===== src/rtl/sn_pkg.sv =====
// sn_pkg: shared helpers and state type for the snooper width adapter
package sn_pkg;
    typedef enum logic {EMPTY, PARTIAL} sn_state_t;
    function automatic int sn_clog2(input int v);
        int r = 0;
        while ((1 << r) < v) r++;
        return r;
    endfunction
    function automatic int sn_lane_w(input int ratio);
        return ratio > 1 ? sn_clog2(ratio) : 1;
    endfunction
endpackage


===== src/rtl/sn_lane_merge.sv =====
// sn_lane_merge: drops one beat into its big-endian lane of the output word
module sn_lane_merge
    import sn_pkg::*;
#(
    parameter int IN_WIDTH      = 32,
    parameter int OUT_WIDTH     = 128,
    parameter int LANE_W        = sn_lane_w(OUT_WIDTH / IN_WIDTH),
    parameter int IN_INC_WIDTH  = sn_clog2(IN_WIDTH / 8) + 1,
    parameter int OUT_INC_WIDTH = sn_clog2(OUT_WIDTH / 8) + 1
) (
    input  logic [OUT_WIDTH-1:0]     acc_data,
    input  logic [IN_WIDTH-1:0]      beat,
    input  logic [LANE_W-1:0]        lane,
    input  logic [IN_INC_WIDTH-1:0]  byte_inc,
    input  logic                     clear,
    output logic [OUT_WIDTH-1:0]     merged,
    output logic [OUT_INC_WIDTH-1:0] bytes
);
    localparam int RATIO = OUT_WIDTH / IN_WIDTH;
    always_comb begin
        merged = clear ? '0 : acc_data;
        for (int i = 0; i < RATIO; i++)
            if (lane == LANE_W'(i)) merged[OUT_WIDTH-1-i*IN_WIDTH -: IN_WIDTH] = beat;
        bytes = OUT_INC_WIDTH'(lane) * OUT_INC_WIDTH'(IN_WIDTH / 8) + OUT_INC_WIDTH'(byte_inc);
    end
endmodule


===== src/rtl/sn_width_adapter_n.sv =====
// sn_width_adapter_n: gathers narrow snooper beats into wide packet-memory words
module sn_width_adapter_n
    import sn_pkg::*;
#(
    parameter int IN_WIDTH       = 32,
    parameter int OUT_WIDTH      = 128,
    parameter int IN_ADDR_WIDTH  = 10,
    parameter int RATIO          = OUT_WIDTH / IN_WIDTH,
    parameter int LANE_BITS      = sn_clog2(RATIO),
    parameter int OUT_ADDR_WIDTH = IN_ADDR_WIDTH - LANE_BITS,
    parameter int IN_INC_WIDTH   = sn_clog2(IN_WIDTH / 8) + 1,
    parameter int OUT_INC_WIDTH  = sn_clog2(OUT_WIDTH / 8) + 1
) (
    input  logic                      clk,
    input  logic                      rst_n,
    input  logic [IN_ADDR_WIDTH-1:0]  in_addr,
    input  logic [IN_WIDTH-1:0]       in_wr_data,
    input  logic                      in_wr_en,
    input  logic [IN_INC_WIDTH-1:0]   in_byte_inc,
    input  logic                      in_done,
    output logic [OUT_ADDR_WIDTH-1:0] out_addr,
    output logic [OUT_WIDTH-1:0]      out_wr_data,
    output logic                      out_wr_en,
    output logic [OUT_INC_WIDTH-1:0]  out_byte_inc,
    output logic                      out_done
);
    localparam int LW = sn_lane_w(RATIO);
    typedef struct packed {
        logic [OUT_ADDR_WIDTH-1:0] addr;
        logic [OUT_WIDTH-1:0]      data;
        logic [OUT_INC_WIDTH-1:0]  bytes;
    } word_t;
    sn_state_t state, state_n;
    word_t acc, acc_n, pend, pend_n, out_q, out_n, mrg;
    logic pend_valid, pend_valid_n, done_pend, done_pend_n, done_first, done_first_n;
    logic out_we_q, out_we_n, out_done_q, out_done_n;
    logic [LW-1:0] lane;
    logic [OUT_ADDR_WIDTH-1:0] waddr;
    logic [OUT_WIDTH-1:0] merged;
    logic [OUT_INC_WIDTH-1:0] m_bytes;
    logic disc, clear, complete, w1v, w2v, fire_old, taken;

    assign lane     = in_addr[LW-1:0] & LW'(RATIO - 1);
    assign waddr    = in_addr[IN_ADDR_WIDTH-1:LANE_BITS];
    assign disc     = in_wr_en && state == PARTIAL && waddr != acc.addr;
    assign clear    = state == EMPTY || disc;
    assign complete = lane == LW'(RATIO - 1);
    assign mrg      = {waddr, merged, m_bytes};
    // w1: the old word leaving early; w2: the word this beat finishes
    assign w1v      = state == PARTIAL && (disc || (in_done && !in_wr_en));
    assign w2v      = in_wr_en && (complete || in_done);
    // done_first marks a done that is older than the word sitting in pend
    assign fire_old = done_pend && (done_first || !pend_valid);
    assign taken    = fire_old || pend_valid;

    sn_lane_merge #(
        .IN_WIDTH(IN_WIDTH), .OUT_WIDTH(OUT_WIDTH), .LANE_W(LW),
        .IN_INC_WIDTH(IN_INC_WIDTH), .OUT_INC_WIDTH(OUT_INC_WIDTH)
    ) u_merge (
        .acc_data(acc.data), .beat(in_wr_data), .lane, .byte_inc(in_byte_inc),
        .clear, .merged, .bytes(m_bytes)
    );

    always_comb begin
        state_n      = state;
        acc_n        = acc;
        out_n        = out_q;
        out_we_n     = 1'b0;
        out_done_n   = 1'b0;
        pend_n       = pend;
        pend_valid_n = 1'b1;
        if (in_wr_en) begin
            acc_n   = mrg;
            state_n = (complete || in_done) ? EMPTY : PARTIAL;
        end else if (in_done)
            state_n = EMPTY;
        // oldest item takes the output slot, the next one waits in pend
        if (fire_old) out_done_n = 1'b1;
        else if (pend_valid) {out_we_n, out_n} = {1'b1, pend};
        else if (w1v) {out_we_n, out_n} = {1'b1, acc};
        else if (w2v) {out_we_n, out_n} = {1'b1, mrg};
        else out_done_n = in_done;
        if (pend_valid && fire_old) pend_n = pend;
        else if (w1v && taken) pend_n = acc;
        else if (w2v && (taken || w1v)) pend_n = mrg;
        else pend_valid_n = 1'b0;
        done_first_n = done_pend && !fire_old;
        done_pend_n  = done_first_n || (in_done && (taken || w1v || w2v));
    end

    always_ff @(posedge clk or negedge rst_n)
        if (!rst_n) begin
            state      <= EMPTY;
            acc        <= '0;
            pend       <= '0;
            pend_valid <= 1'b0;
            done_pend  <= 1'b0;
            done_first <= 1'b0;
            out_q      <= '0;
            out_we_q   <= 1'b0;
            out_done_q <= 1'b0;
        end else begin
            state      <= state_n;
            acc        <= acc_n;
            pend       <= pend_n;
            pend_valid <= pend_valid_n;
            done_pend  <= done_pend_n;
            done_first <= done_first_n;
            out_q      <= out_n;
            out_we_q   <= out_we_n;
            out_done_q <= out_done_n;
        end

    assign out_addr     = out_q.addr;
    assign out_wr_data  = out_q.data;
    assign out_byte_inc = out_q.bytes;
    assign out_wr_en    = out_we_q;
    assign out_done     = out_done_q;
endmodule

===== config.mk =====
export PLATFORM = sky130hd
export DESIGN_NAME = sn_width_adapter_n
export DESIGN_NICKNAME = d
export VERILOG_FILES = /design/src/rtl/sn_pkg.sv /design/src/rtl/sn_lane_merge.sv /design/src/rtl/sn_width_adapter_n.sv
export SDC_FILE = /design/constraint.sdc
export NUM_CORES = 1
export LEC_CHECK = 0
export CAP_MARGIN = 40
export CORE_MARGIN = 4
export CORE_UTILIZATION = 25
export CTS_CLUSTER_SIZE = 10
export DETAILED_ROUTE_END_ITERATION = 10
export DONT_BUFFER_PORTS = 1
export GPL_TIMING_DRIVEN = 0
export HOLD_SLACK_MARGIN = 0.12
export PLACE_DENSITY = 0.43
export SETUP_SLACK_MARGIN = 0.3
export SYNTH_ARGS = -nofsm -noshare
export SYNTH_HDL_FRONTEND = slang
export SYNTH_SLANG_ARGS = --single-unit

===== constraint.sdc =====
create_clock -name clk -period 5.4 [get_ports clk]
set_input_delay 1.08 -clock clk [delete_from_list [all_inputs] [get_ports clk]]
set_output_delay 1.08 -clock clk [all_outputs]
set_load 0.01 [all_outputs]

==> metrics.md <==
| Metric | Value |
|---|---|
| Commonest cells post-synth | `dfrtp_1, a221oi_1, nor2_1` |
| Synthesized netlist cell count | `1,938` |
| DP HPWL | `57.4 mm` |
| Post-route minimum period | `around 3.5 ns` |
| Worst-Skew Late Latency | `0.60 ns` |
| Worst-path cell chain | `buf_2, buf_2, inv_2, o31ai_1, nand2_1, clkbuf_1, a221oi_1, o31ai_1` |
| Crit end category | `register` |
| H-Tree Depth | `2` |
| Vias in the first global route | `16,800` |
| Die outline width | `around 290 um` |
| LEAKAGE | `around 10 nW` |
| Post-Syn Area | `between 20,000 and 25,000 um2` |
| Run status | `finished with violations` |
| Crit-path max FO | `10` |
| CP arrival | `3.91 ns` |
| WL/cell | `26.5 um` |
| Worst R2R Path Depth | `7` |
| FP Rows | `between 100 and 150` |
| Fin worst setup slack | `1.93 ns` |
| Crit path largest cell delay | `approximately 0.72 ns` |
| Final Cycle Share | `0.642` |
| Setup Slack @ Placement | `between 1 and 1.5 ns` |
| Slowest cell on crit path | `o31ai_1` |
| Hold WC Path Type | `in2async` |
| Inserted Clock Buffers | `51` |
| Layout cells sized above 1 | `0.0728` |
| Buffers on Ports | `0` |
| Mapped Avg Cell Area | `10.4 um2` |
| RSZ-0062 raised after global routing | `no` |
| Pwr per Cell Area | `485 nW/um2` |
| Synth top area cells | `dfrtp_1, a221oi_1, a22o_1` |
| Final TNS setup | `0 ns` |
| Final setup fails | `0` |
| Critical path buffers and inverters | `4` |
| Hold_buf cts | `0` |
| Buffer count from post-CTS setup fixing | `0` |
| CTS tree | `built` |
| Slew Limit Fails | `between 200 and 300` |
| Fillcell total | `8,344` |
| First-pass GRT wire length | `120 mm` |
| Clk_skew | `~0.018 ns` |
| Crit path required time | `5.84 ns` |
| CP top delay family | `compound AO/OA/AOI/OAI gates` |
| Top cell type's share of synthesized area | `0.534` |
| WP depth | `8` |
| Failing checks | `max-slew violations` |
| CORE AREA | `between 70,000 and 80,000 um2` |
| Area growth syn-to-layout | `14.4%` |
| Detail Route Antenna Nets | `0` |
| TritonRoute pass-1 iters | `5` |
| Yosys reg bits | `429` |
| Clk sinks | `around 430` |
| Antenna diode count | `0` |
| Total of max-cap violations | `0` |
| Drt first-iter violations | `1,171` |
| GRT Overall Usage | `0.186` |
| GPL Wtd Cong | `around 0.85` |
| Die ar. | `85,100 um2` |
| Asr flop ratio synth | `1.00` |
| Initial core utilization | `0.253` |
| Via count | `16,600` |
| CP Launch Type | `primary input` |
| Initial antenna violation count | `2` |
| Number of distinct library cells after synthesis | `46` |
| Clock Tree Root | `clkbuf_16` |
| DRC violations left | `0` |
| Synthesis Warnings | `0` |
| Clock Tree Buf Depth | `3` |
| Count leader, synth | `dfrtp_1` |
| Main synth FF type | `dfrtp_1` |
| Largest net degree at the start of global routing | `430` |
| Routed WL | `81.5 mm` |
| Chip height | `292 um` |
| Slew HR | `-0.461` |
| Fmax achieved | `approximately 0.29 GHz` |
| WS Path Type | `in2reg` |
| Synth area leader | `dfrtp_1` |
| Syn_nets | `1,989` |
| Top Ports | `roughly 190` |
| Clock-pin slew on the worst setup and hold paths | `~0.060 ns` |
| VDD IR max | `0.215 mV` |
| Fin nets | `roughly 2,000` |
| Fin. Hold Viols | `0` |
| Vias per inst | `~5.4` |
| Post-CTS Resized | `0` |
| Sequential area share after synthesis | `0.534` |
| GRT overflow | `0` |
| EDFF count, synth | `0` |
| Worst-Margin Slew | `2.19 ns` |
-- final cells by class --
class | instances | area (um2) | share of cell area
plain buffers | 220 | 950 | 0.0413
clock buffers | 72 | 1450 | 0.0629
clock inverters | 3 | 55.1 | 0.00239
inverters | 3 | 11.3 | 0.000490
multi-input cells | 1286 | 8420 | 0.366
flip-flops and latches | 429 | 10700 | 0.467
well taps | 1050 | 1310 | 0.0571
repair buffers | 7 | 72.6 | 0.00315
-- registers in the layout (all words and copies together) (netlist names) --
register      cells
acc             141
done_first        1
done_pend         1
out_addr          8
out_byte_inc      5
out_done          1
out_wr_data     128
out_wr_en         1
pend            141
pend_valid        1
state             1
-- worst register-to-register path: stages, from the launching register on --
cell and delay, ns:
dfrtp_1 0.42, xnor2_1 0.27, nand4_1 0.28, o31ai_1 0.78, nand2_1 0.51, clkbuf_1 0.35, a221oi_1 0.48, o31ai_1 0.13
-- where the power goes --
part / switching (mW) / total (mW) / internal, mW
Combinational: 1.66 / 2.63 / 0.963
Clock: 1.38 / 3.26 / 1.88
Sequential: 1.15 / 5.28 / 4.13
-- final timing paths --
kind                            from               to  slack (ns)
setup / recovery            in_wr_en  out_wr_data[56]        1.93
hold / removal                 rst_n        pend[137]        0.19
setup reg to reg            acc[137]  out_wr_data[56]        2.03
hold reg to reg            pend[138]        pend[138]        0.49
max in group asynchronous      rst_n         acc[134]        3.49
min in group clk           pend[138]        pend[138]        0.49
-- cell families (layout without fill, tap and decap cells) --
group,count (synthesis),in the layout,share of synthesized area
AOI/OAI and AO/OA,637,637,0.259
xor gates and xnor gates,8,8,0.00348
adders and majority gates,2,2,0.00124
buffers and inverters,223,305,0.0478
DFF,429,429,0.534
muxes,26,26,0.0137
and+or+nand+nor,613,613,0.141
-- placed cells by master, fill, tap and decap left out, types with 3 or more instances in the layout --
cell type	synthesis	layout
o21a_1	4	4
and3_1	33	33
nor3_1	22	22
nand2_1	177	177
buf_4	15	17
nor2_1	218	218
clkbuf_1	149	162
nand2b_1	4	4
a211oi_1	3	3
clkbuf_8	0	7
a221o_1	32	32
a21oi_1	17	17
buf_6	2	4
nor2b_1	130	130
mux2i_1	13	13
a22o_1	129	129
xnor2_1	8	8
buf_2	42	43
buf_1	12	12
o311ai_0	8	8
a221oi_1	221	221
and2_1	6	6
or3_1	15	15
o21ai_1	28	28
clkbuf_16	0	52
a21o_1	36	36
a32o_1	4	4
o31ai_1	130	130
mux2_2	13	13
o21bai_1	3	3
o21ai_0	14	14
dfrtp_1	429	429
-- metal layers --
layer | track usage | part of all wire | vias up
li1 | - | - | 7356
met1 | 0.237 | 0.42 | 8455
met2 | 0.296 | 0.46 | 627
met3 | 0.0689 | 0.096 | 128
met4 | 0.0568 | 0.032 | 4
met5 | 0 | 0.00033 | -
-- stage by stage --
stage | power [mW] | hold WS [ns] | cell area [um2] | util | std cells
after global routing | 11.8 | 0.165 | 23000 | 0.290 | 3070
after detailed placement | 8.01 | 0.476 | 21500 | 0.271 | 2995
final | 11.2 | 0.193 | 23000 | 0.290 | 3070
after floorplan | 6.69 | 0.455 | 20100 | - | 1938
after global placement | 7.96 | 0.472 | 21400 | 0.270 | 2988
after CTS | 11.3 | 0.161 | 23000 | 0.290 | 3070
No activity file was read; power rests on OpenSTA's default activity.
